**src/rtl/xadc_drp_responder.sv**
```systemverilog
// XADC DRP responder and aux4/aux12 conversion sequencer.
// Stands in for the XADC primitive; samples are injected through ports.
module xadc_drp_responder #(
    parameter int READ_LATENCY = 4,
    parameter int CONV_CYCLES  = 26
) (
    input  logic        xadc_dclk,
    input  logic        xadc_reset,
    input  logic        den,
    input  logic        dwe,
    input  logic [6:0]  daddr,
    input  logic [15:0] di,
    output logic [15:0] do_data,
    output logic        drdy,
    output logic        eoc,
    output logic        eos,
    output logic [4:0]  channel,
    output logic        busy,
    input  logic [11:0] aux4_sample,
    input  logic        aux4_sample_valid,
    input  logic [11:0] aux12_sample,
    input  logic        aux12_sample_valid,
    output logic        protocol_error
);

    localparam logic [6:0] ADDR_AUX4  = 7'h14;
    localparam logic [6:0] ADDR_AUX12 = 7'h1C;
    localparam logic [6:0] ADDR_CFG0  = 7'h40;
    localparam logic [6:0] ADDR_CFG1  = 7'h41;
    localparam logic [6:0] ADDR_CFG2  = 7'h42;

    localparam logic [4:0] CH_AUX4  = 5'd4;
    localparam logic [4:0] CH_AUX12 = 5'd12;

    localparam int CW = (CONV_CYCLES > 2) ? $clog2(CONV_CYCLES) : 1;
    localparam logic [CW-1:0] CNT_LAST = CW'(CONV_CYCLES - 1);
    localparam logic [CW-1:0] CNT_PRE  = CW'(CONV_CYCLES - 2);

    localparam bit            LAT_ONE  = (READ_LATENCY == 1);
    localparam logic [3:0]    LAT_INIT = 4'(READ_LATENCY - 1);

    logic [CW-1:0] conv_cnt;
    logic          conv_last;

    logic [11:0]   stage_aux4;
    logic [11:0]   stage_aux12;
    logic [11:0]   stat_aux4;
    logic [11:0]   stat_aux12;
    logic [15:0]   cfg0;
    logic [15:0]   cfg1;
    logic [15:0]   cfg2;

    logic          pend;
    logic [3:0]    lat_cnt;
    logic          cap_we;
    logic [6:0]    cap_addr;
    logic [15:0]   cap_wdata;
    logic [15:0]   cap_rdata;

    logic [15:0]   rd_val;
    logic          drp_busy;
    logic          accept;
    logic          finish;
    logic          fin_we;
    logic [6:0]    fin_addr;
    logic [15:0]   fin_wdata;
    logic [15:0]   fin_rdata;

    assign conv_last = (conv_cnt == CNT_LAST);

    // Register read mux over the current (pre-edge) register contents
    always_comb begin
        rd_val = 16'h0000;
        case (daddr)
            ADDR_AUX4:  rd_val = {stat_aux4, 4'b0000};
            ADDR_AUX12: rd_val = {stat_aux12, 4'b0000};
            ADDR_CFG0:  rd_val = cfg0;
            ADDR_CFG1:  rd_val = cfg1;
            ADDR_CFG2:  rd_val = cfg2;
            default:    rd_val = 16'h0000;
        endcase
    end

    // Transaction accept and completion; latency 1 completes straight from the inputs
    always_comb begin
        drp_busy = pend | drdy;
        accept   = den & ~drp_busy;
        if (LAT_ONE) begin
            finish    = accept;
            fin_we    = dwe;
            fin_addr  = daddr;
            fin_wdata = di;
            fin_rdata = rd_val;
        end else begin
            finish    = pend && (lat_cnt == 4'd1);
            fin_we    = cap_we;
            fin_addr  = cap_addr;
            fin_wdata = cap_wdata;
            fin_rdata = cap_rdata;
        end
    end

    // Conversion counter, channel rotation and eoc/eos/busy strobes
    always_ff @(posedge xadc_dclk) begin
        if (xadc_reset) begin
            conv_cnt <= '0;
            channel  <= CH_AUX4;
            eoc      <= 1'b0;
            eos      <= 1'b0;
            busy     <= 1'b0;
        end else begin
            conv_cnt <= conv_last ? '0 : conv_cnt + 1'b1;
            busy     <= ~conv_last;
            eoc      <= (conv_cnt == CNT_PRE);
            eos      <= (conv_cnt == CNT_PRE) && (channel == CH_AUX12);
            if (conv_last) begin
                channel <= (channel == CH_AUX4) ? CH_AUX12 : CH_AUX4;
            end
        end
    end

    // Staging loads on valid; status loads at end of its channel's eoc cycle
    always_ff @(posedge xadc_dclk) begin
        if (xadc_reset) begin
            stage_aux4  <= '0;
            stage_aux12 <= '0;
            stat_aux4   <= '0;
            stat_aux12  <= '0;
        end else begin
            if (aux4_sample_valid) begin
                stage_aux4 <= aux4_sample;
            end
            if (aux12_sample_valid) begin
                stage_aux12 <= aux12_sample;
            end
            if (conv_last && channel == CH_AUX4) begin
                stat_aux4 <= aux4_sample_valid ? aux4_sample : stage_aux4;
            end
            if (conv_last && channel == CH_AUX12) begin
                stat_aux12 <= aux12_sample_valid ? aux12_sample : stage_aux12;
            end
        end
    end

    // DRP transaction tracking, read data, config writes and error flag
    always_ff @(posedge xadc_dclk) begin
        if (xadc_reset) begin
            pend           <= 1'b0;
            lat_cnt        <= '0;
            cap_we         <= 1'b0;
            cap_addr       <= '0;
            cap_wdata      <= '0;
            cap_rdata      <= '0;
            drdy           <= 1'b0;
            do_data        <= '0;
            protocol_error <= 1'b0;
            cfg0           <= '0;
            cfg1           <= '0;
            cfg2           <= '0;
        end else begin
            drdy    <= 1'b0;
            do_data <= '0;
            if (den && drp_busy) begin
                protocol_error <= 1'b1;
            end
            if (accept && !LAT_ONE) begin
                pend      <= 1'b1;
                lat_cnt   <= LAT_INIT;
                cap_we    <= dwe;
                cap_addr  <= daddr;
                cap_wdata <= di;
                cap_rdata <= rd_val;
            end else if (pend) begin
                if (lat_cnt == 4'd1) begin
                    pend <= 1'b0;
                end else begin
                    lat_cnt <= lat_cnt - 1'b1;
                end
            end
            if (finish) begin
                drdy    <= 1'b1;
                do_data <= fin_we ? 16'h0000 : fin_rdata;
                if (fin_we) begin
                    case (fin_addr)
                        ADDR_CFG0: cfg0 <= fin_wdata;
                        ADDR_CFG1: cfg1 <= fin_wdata;
                        ADDR_CFG2: cfg2 <= fin_wdata;
                        default:   ;
                    endcase
                end
            end
        end
    end

endmodule

```
**config.mk**
```make
export PLATFORM = sky130hd
export DESIGN_NAME = xadc_drp_responder
export DESIGN_NICKNAME = d
export VERILOG_FILES = /design/src/rtl/xadc_drp_responder.sv
export SDC_FILE = /design/constraint.sdc
export NUM_CORES = 1
export LEC_CHECK = 0
export CAP_MARGIN = 20
export CORE_MARGIN = 3
export CORE_UTILIZATION = 40
export DETAILED_ROUTE_END_ITERATION = 6
export PLACE_DENSITY = 0.71
export RECOVER_POWER = 100
export SKIP_LAST_GASP = 1
export SLEW_MARGIN = 20
export SYNTH_ARGS = -nofsm -noshare
export SYNTH_HDL_FRONTEND = slang
export SYNTH_SLANG_ARGS = --single-unit
```
**constraint.sdc**
```tcl
create_clock -name xadc_dclk -period 1.77 [get_ports xadc_dclk]
set_input_delay 0.354 -clock xadc_dclk [delete_from_list [all_inputs] [get_ports xadc_dclk]]
set_output_delay 0.354 -clock xadc_dclk [all_outputs]
set_load 0.02 [all_outputs]
```
### Word level (Yosys, flattened, before mapping)

Index checks and enable logic that the tools add are counted.

| word-level totals | value |
|---|---|
| output and inout port bits | 26 |
| word-level logic and storage cells | 69 |
| input port bits | 53 |
| flip-flop bits (word level) | 172 |

| cells by class | value |
|---|---|
| $add $sub $neg | 2 |
| eq/ne operators | 14 |
| reduce and logical (&&, ||, !) cells | 14 |
| bitwise logic cells | 6 |
| multiplexer cells | 11 |

Operator list:

| kind | count |
|---|---|
| case mux 16 bit (5 select lines) | 1 |
| == test 7 bit (second input constant) | 6 |
| two-way mux 12 bit | 2 |
| == test 7 x 5 -> 1 bit (second input constant) | 2 |
| == test 5 bit (second input constant) | 2 |
| AND reduction 3 bit | 3 |
| two-way mux 2 bit | 3 |
| adder 5 x 1 -> 5 bit (second input constant) | 1 |
| == test 5 x 3 -> 1 bit (second input constant) | 1 |
| == test 5 x 4 -> 1 bit (second input constant) | 1 |
| logical AND 1 bit | 5 |
| == test 4 x 1 -> 1 bit (second input constant) | 1 |
| two-way mux 1 bit | 4 |
| two-way mux 4 bit | 1 |
| inverter 1 bit | 4 |
| AND reduction 2 bit | 2 |
| OR reduction 2 bit | 2 |
| subtractor 4 x 1 -> 4 bit (second input constant) | 1 |
| OR reduction 3 bit | 1 |
| inequality test 2 bit (second input constant) | 1 |
| nonzero test 2 bit | 1 |
| AND 1 bit | 1 |
| OR 1 bit | 1 |

### Longest topological paths before layout

Gate-level depths: netlist of run 1.

| depth | value |
|---|---|
| word-level depth | 5 |
| depth in mapped cells | 8 |
| gate-level depth less buffers | 6 |

### Worst setup path after synthesis of run 1

No wires, ideal clock.

| timing path | value |
|---|---|
| kind | reg2reg |
| start point | register cap_addr[1] |
| end point | register cfg1[10] |
| period minus slack after synthesis | 1.620 ns |
| required time | 1.642 ns |
| path slack | 0.150 ns |
| buffers on the path | 1 |
| arrival time | 1.493 ns |
| library setup time | 0.128 ns |
| stages on the path, launching flop included | 6 |
| path through | dfxtp_1 > nor4_1 > nand3_2 > buf_2 > mux2i_1 > nor2_1 |

| between the ends | value |
|---|---|
| word-level cells in the longest chain between the ends | 2 |

RTL lines:

| what | line | source |
|---|---|---|
| start, declared | 56 | `logic [6:0] cap_addr;` |
| start signal, assigned | 170 | `cap_addr <= daddr;` |
| == test 7 bit | 184 | `case (fin_addr)` |
| AND reduction 3 bit (no line) | - |  |
| end signal, assigned | 186 | `ADDR_CFG1: cfg1 <= fin_wdata;` |
| end, declared | 50 | `logic [15:0] cfg1;` |

Every way passes these cells.
A chain may end at the register's enable or synchronous reset.

### Worst setup path after layout of run 1

| timing path | value |
|---|---|
| start point | register do_data[4] |
| end point | output port do_data[4] |

RTL lines:

| what | line | source |
|---|---|---|
| start, declared | 13 | `output logic [15:0] do_data,` |
| start signal, assigned | 182 | `do_data <= fin_we ? 16'h0000 : fin_rdata;` |

No word-level cell between the ends.

==> flow_summary_export.csv, run 1 <==
group,metric,value,unit
timing,final_hold_viol_count,0,
power_and_ir_drop,total_leakage_power,3.36,nW
worst_setup_path,crit_type,"register to output pin",
worst_setup_path,cp_max_fo,1,
worst_setup_path,r2r_end,"cfg0[7]",
worst_setup_path,path_cells,"clkdlybuf4s50_1",
synth,async_flop_share,0,%
min_path,worst_hold_path_type,"primary input to register",
synth,netlist_area,6350,um2
worst_setup_path,crit_required,1420,ps
cts,cts_sinks,168,
timing,slew_headroom,45.4,%
floorplanning,boundaryPins,79,
min_path,hold-path-endpoint,"channel[3]",
worst_setup_path,critPathLaunchType,"register",
timing,period_minus_slack,1700,ps
detailed_routing,drcViolationCount,0,
detailed_routing,vias_per_cell,4.99,
place,dp.cells,940,
global_routing,grt_start_max_net_pins,44,
global_routing,grt_pass1_wl,24400,um
cts,cts_max_level,4,
timing,slew_violations,0,
timing,worst_pin_slew,820,ps
finish,final_common_cell,"dfxtp_1",
timing,rsz0062_at_grt,"no",
run_status,status,"finished clean",
worst_setup_path,reg2reg_depth,7,
power_and_ir_drop,ir_drop,0.731,mV
floorplanning,fp.dieH,132,um
finish,final_util,52.5,%
cts,cts_root_buf,"clkbuf_16",
min_path,hold_path_depth,2,
worst_setup_path,worst_path_dominant_cell_family,"buffers and inverters",
detailed_routing,ant_nets,0,
worst_setup_path,cpPeakStageDelay,600,ps
timing,worst_slack,66.6,ps
cts,clk_latency,420,ps
worst_setup_path,worst_setup_path_end_kind,"output pin",
floorplanning,initial_core_util,41.3,%
synth,synthFlopType,"dfxtp_1",
worst_setup_path,crit_slowest_cell,"clkdlybuf4s50_1",
synth,yosysWarnings,0,
synth,ys_ff_latch,168,
finish,area_growth,27.0,%
worst_setup_path,critPathLaunch,"do_data[4]",
power_and_ir_drop,p_per_area,1030,nW/um2
finish,fillers,1343,
cts,cts_hold_buf,0,
floorplanning,row_count,45,
floorplanning,dieArea,17400,um2
place,io_buffers,74,
finish,final_cell_mix,"dfxtp_1 (168), nand2_1 (97), nor2_1 (90)",
cts,cts_buffer_depth,2,
timing,finalCritPeriodShare,96.2,%
floorplanning,die_w,132,um
timing,skew,6.25,ps
cts,cts.clk_slew.worst_paths,60,ps
finish,final_cells,971,
min_path,hp-start,"xadc_reset",
synth,postSynthCellCount,661,
synth,ys_seq_area_share,53.0,%
synth,synth.distinct_cells,41,
detailed_routing,wl_per_cell,15.2,um
finish,nNetsFinal,806,
cts,post-cts-setup-buffer-count,0,
floorplanning,coreArea,15400,um2
synth,postSynthAreaPerCell,9.60,um2
synth,synth_edf_count,0,
place,dp_slack,-330,ps
worst_setup_path,crit_cells,1,
timing,max_freq,587,MHz
finish,drive_gt1_share,12.2,%
finish,num_antenna_cells,0,
worst_setup_path,critPathArrivalTime,1350,ps
run,maxCapViolCount,0,
worst_setup_path,rrSetupSlack,140,ps
global_routing,first_global_vias,4903,
detailed_routing,wl,14800,um
worst_setup_path,r2r_start,"lat_cnt[1]",
detailed_routing,vias,4844,
timing,setup_violations,0,
cts,numCtsBuffers,17,
global_routing,antenna_found_initial,0,
cts,tritoncts,"yes",
worst_setup_path,critPathBufInv,1,
cts,cts_resized,1,
global_routing,grt_util_all_layers,17.3,%
place,dp_hpwl,10500,um
detailed_routing,dr.pass1.iters,4,
detailed_routing,drt_iter0_drc,272,
global_routing,grt_overflow,0,
place,routabilityCongestion,0.805,
==> layer usage <==
metal | wire length [um] | part of all wire [%] | track usage [%]
met5 | 0 | 0 | 0
met4 | 303 | 2.1 | 6.42
met3 | 685 | 4.6 | 4.20
met2 | 7060 | 48 | 28.4
met1 | 6730 | 46 | 22.3
==> synthesized netlist by cell type, drive strengths merged (3+ instances only) <==
master,count,area share (%)
dfxtp,168,53
nand2,97,5.7
nor2,91,5.4
mux2i,63,9.9
a21oi,46,3.6
clkbuf,31,1.8
mux2,23,4.1
a211oi,22,2.6
and2,19,1.9
buf,13,1.1
a221oi,12,1.7
o22a,12,1.7
nor3,9,0.71
inv,7,0.41
o21ai,6,0.47
ha,5,0.99
a22o,4,0.55
nand2b,4,0.39
nand3,4,0.47
nor4,4,0.73
xnor2,3,0.41
==> cell families after synthesis <==
group	Yosys count	synth area share (%)
and+or+nand+nor	240	17.0
other	2	0.118
muxes	86	14.0
DFF	168	53.0
xor gates and xnor gates	5	0.690
AOI/OAI and AO/OA	104	10.8
buffers and inverters	51	3.33
adders and majority gates	5	0.986
==> worst reg2reg max path, delay by kind of cell (launching register included) <==
family / cells / cell delay [ps]
AND/OR/NAND/NOR: 3 / 380
flip-flops: 1 / 340
buffers and inverters: 2 / 330
multiplexers: 1 / 240
adder cells (fa/ha/maj): 1 / 220
==> state kept, by name, summed over array words and instances, names as in the netlist <==
register / count
stage_aux12: 12
cap_rdata: 16
protocol_error: 1
cfg0: 16
cap_addr: 7
stat_aux4: 12
pend: 1
cfg2: 16
eoc: 1
busy: 1
drdy: 1
stage_aux4: 12
channel: 1
stat_aux12: 12
cap_we: 1
lat_cnt: 4
eos: 1
do_data: 16
conv_cnt: 5
cfg1: 16
cap_wdata: 16
==> worst max-delay path by stage <==
stage | slack, ps | endpoint
final | 70 | do_data[4]
after floorplan | 150 | cfg1[10]
after global placement | -280 | cap_rdata[11]
after CTS | 10 | stat_aux12[8]
after global routing | 7 | stat_aux4[11]
after detailed placement | -330 | cap_rdata[10]
==> final cells by class <==
type                            count  area, um2  share of cell area, %
Sequential cell                   168       3360                   41.7
Multi-Input combinational cell    444       2780                   34.5
Timing Repair Buffer              110       1030                   12.8
Clock buffer                       20        447                   5.54
Tap cell                          211        264                   3.27
Clock inverter                     11        149                   1.85
Inverter                            7       26.3                  0.326
==> metrics by stage <==
step / hold slack, ps / power, mW / instance area (um2) / setup TNS [ps]
3_3_place_gp: 438 / 4.68 / 7550 / -3600
3_5_place_dp: 446 / 4.71 / 7550 / -4220
4_1_cts: 303 / 8.40 / 8150 / 0
6_report: 314 / 8.32 / 8060 / 0
2_1_floorplan: 430 / 4.41 / 6350 / 0
5_1_grt: 319 / 8.64 / 8060 / 0
==> power by group <==
part | internal, mW | switching, mW | total (mW)
logic | 0.308 | 0.330 | 0.638
registers | 3.90 | 0.0759 | 3.97
clock network | 2.25 | 1.46 | 3.71
total | 6.46 | 1.87 | 8.32
Power figures use the tool's default switching activity.
==> inputs of run 2 (changes only) <==
--- a/config.mk
+++ b/config.mk
@@ -5,9 +5,12 @@
 export SDC_FILE = /design/constraint.sdc
 export NUM_CORES = 1
 export LEC_CHECK = 0
+export ABC_AREA = 0
 export CAP_MARGIN = 20
+export CORE_ASPECT_RATIO = 0.6
 export CORE_MARGIN = 3
 export CORE_UTILIZATION = 40
+export CTS_CLUSTER_DIAMETER = 80
 export DETAILED_ROUTE_END_ITERATION = 6
 export PLACE_DENSITY = 0.71
 export RECOVER_POWER = 100
==> flow_summary_export.csv, run 2 (synthesized netlist as in run 1, its figures left out) <==
group,metric,value,unit
worst_setup_path,worst_setup_path_end_kind,"output pin",
worst_setup_path,critPathLaunchType,"register",
place,io_buffers,74,
global_routing,first_global_vias,4666,
finish,drive_gt1_share,11.9,%
detailed_routing,wl,15300,um
timing,slew_headroom,43.3,%
timing,setup_violations,0,
timing,finalCritPeriodShare,98.1,%
worst_setup_path,r2r_start,"lat_cnt[1]",
floorplanning,die_w,169,um
min_path,worst_hold_path_type,"primary input to register",
floorplanning,initial_core_util,42.3,%
place,dp_slack,-316,ps
floorplanning,fp.dieH,104,um
cts,numCtsBuffers,17,
place,routabilityCongestion,0.840,
cts,clk_latency,430,ps
global_routing,grt_pass1_wl,24300,um
timing,worst_slack,34.4,ps
floorplanning,dieArea,17500,um2
worst_setup_path,path_cells,"clkdlybuf4s50_1",
cts,cts_hold_buf,0,
floorplanning,coreArea,15000,um2
timing,rsz0062_at_grt,"no",
worst_setup_path,crit_slowest_cell,"clkdlybuf4s50_1",
floorplanning,row_count,34,
detailed_routing,wl_per_cell,16.0,um
timing,skew,13.6,ps
worst_setup_path,critPathBufInv,1,
cts,cts_buffer_depth,2,
detailed_routing,vias,4844,
floorplanning,boundaryPins,79,
detailed_routing,drcViolationCount,0,
finish,final_common_cell,"dfxtp_1",
timing,period_minus_slack,1740,ps
timing,slew_violations,0,
global_routing,grt_overflow,0,
cts,cts_root_buf,"clkbuf_16",
power_and_ir_drop,total_leakage_power,3.34,nW
worst_setup_path,crit_required,1420,ps
finish,final_cell_mix,"dfxtp_1 (168), nand2_1 (97), nor2_1 (90)",
finish,area_growth,25.8,%
timing,final_hold_viol_count,0,
global_routing,grt_start_max_net_pins,89,
worst_setup_path,cp_max_fo,1,
detailed_routing,vias_per_cell,5.08,
place,dp_hpwl,11000,um
min_path,hold_path_depth,2,
run_status,status,"finished clean",
place,placed_area,7490,um2
finish,nNetsFinal,801,
global_routing,grt_util_all_layers,17.6,%
finish,final_util,53.2,%
min_path,hold-path-endpoint,"cap_addr[6]",
finish,num_antenna_cells,0,
timing,worst_pin_slew,850,ps
detailed_routing,drt_iter0_drc,319,
worst_setup_path,critPathArrivalTime,1380,ps
worst_setup_path,crit_type,"register to output pin",
detailed_routing,dr.pass1.iters,5,
worst_setup_path,rrSetupSlack,120,ps
power_and_ir_drop,p_per_area,1030,nW/um2
worst_setup_path,cpPeakStageDelay,610,ps
detailed_routing,ant_nets,0,
power_and_ir_drop,ir_drop,0.494,mV
worst_setup_path,reg2reg_depth,7,
global_routing,antenna_found_initial,0,
run,maxCapViolCount,0,
cts,cts.clk_slew.worst_paths,70,ps
worst_setup_path,worst_path_dominant_cell_family,"buffers and inverters",
cts,cts_max_level,4,
cts,cts_sinks,168,
timing,max_freq,576,MHz
finish,final_area,7990,um2
cts,tritoncts,"yes",
worst_setup_path,r2r_end,"cfg1[2]",
min_path,hp-start,"xadc_reset",
[run 2: cell types whose count changed in the layout (fill, tap and decap cells not counted), moves of 3 or more]
cell,delta
and2_0,+5
and2_1,-5
buf_4,-3
clkbuf_1,-3
clkbuf_4,-4
inv_6,+6
[run 2: per-layer routing]
layer,up-vias,routed length [um],part of all wire [%],track usage [%]
met3,9,949,6.2,4.99
li1,2425,-,-,-
met5,-,0,0,0
met2,148,6230,41,24.7
met1,2262,7980,52,26.6
met4,0,116,0.76,3.91
[run 2: final cells by class]
| class | count | area [um2] |
|---|---|---|
| clock buffers | 18 | 429 |
| multi-input cells | 444 | 2780 |
| clock inverters | 14 | 138 |
| flip-flops and latches | 168 | 3360 |
| inverters | 7 | 26.3 |
| repair buffers | 105 | 1000 |
| well taps | 198 | 248 |
| fillers | 1343 | 7030 |
[run 2: timing repair]
action                     CTS  global route
setup buffers                0             0
resized for setup            3             1
setup endpoints to repair   14             1
cloned                       0             0
[run 2: worst max path at each step]
stage | slack (ps) | from | to | depth (start not counted)
finish | 30 | do_data[7] | do_data[7] | 1
global route | 1 | do_data[13] | do_data[13] | 1
CTS | 30 | do_data[4] | do_data[4] | 1
detailed placement | -320 | daddr[6] | cap_rdata[8] | 6
global placement | -280 | daddr[6] | cap_rdata[7] | 7
floorplan | 150 | cap_addr[1] | cfg1[10] | 5
[run 2: per-stage QoR]
step           power [mW]  setup TNS [ps]  hold slack [ps]  cells
5_1_grt              8.49               0              318    954
6_report             8.20               0              337    954
2_1_floorplan        4.41               0              430    663
4_1_cts              8.27               0              311    954
3_3_place_gp         4.67           -3540              435    922
3_5_place_dp         4.70           -3950              437    922
[run 2: report_power, final]
group	switching [mW]	internal, mW
combinational	0.325	0.294
sequential	0.0811	3.90
clock	1.63	1.98
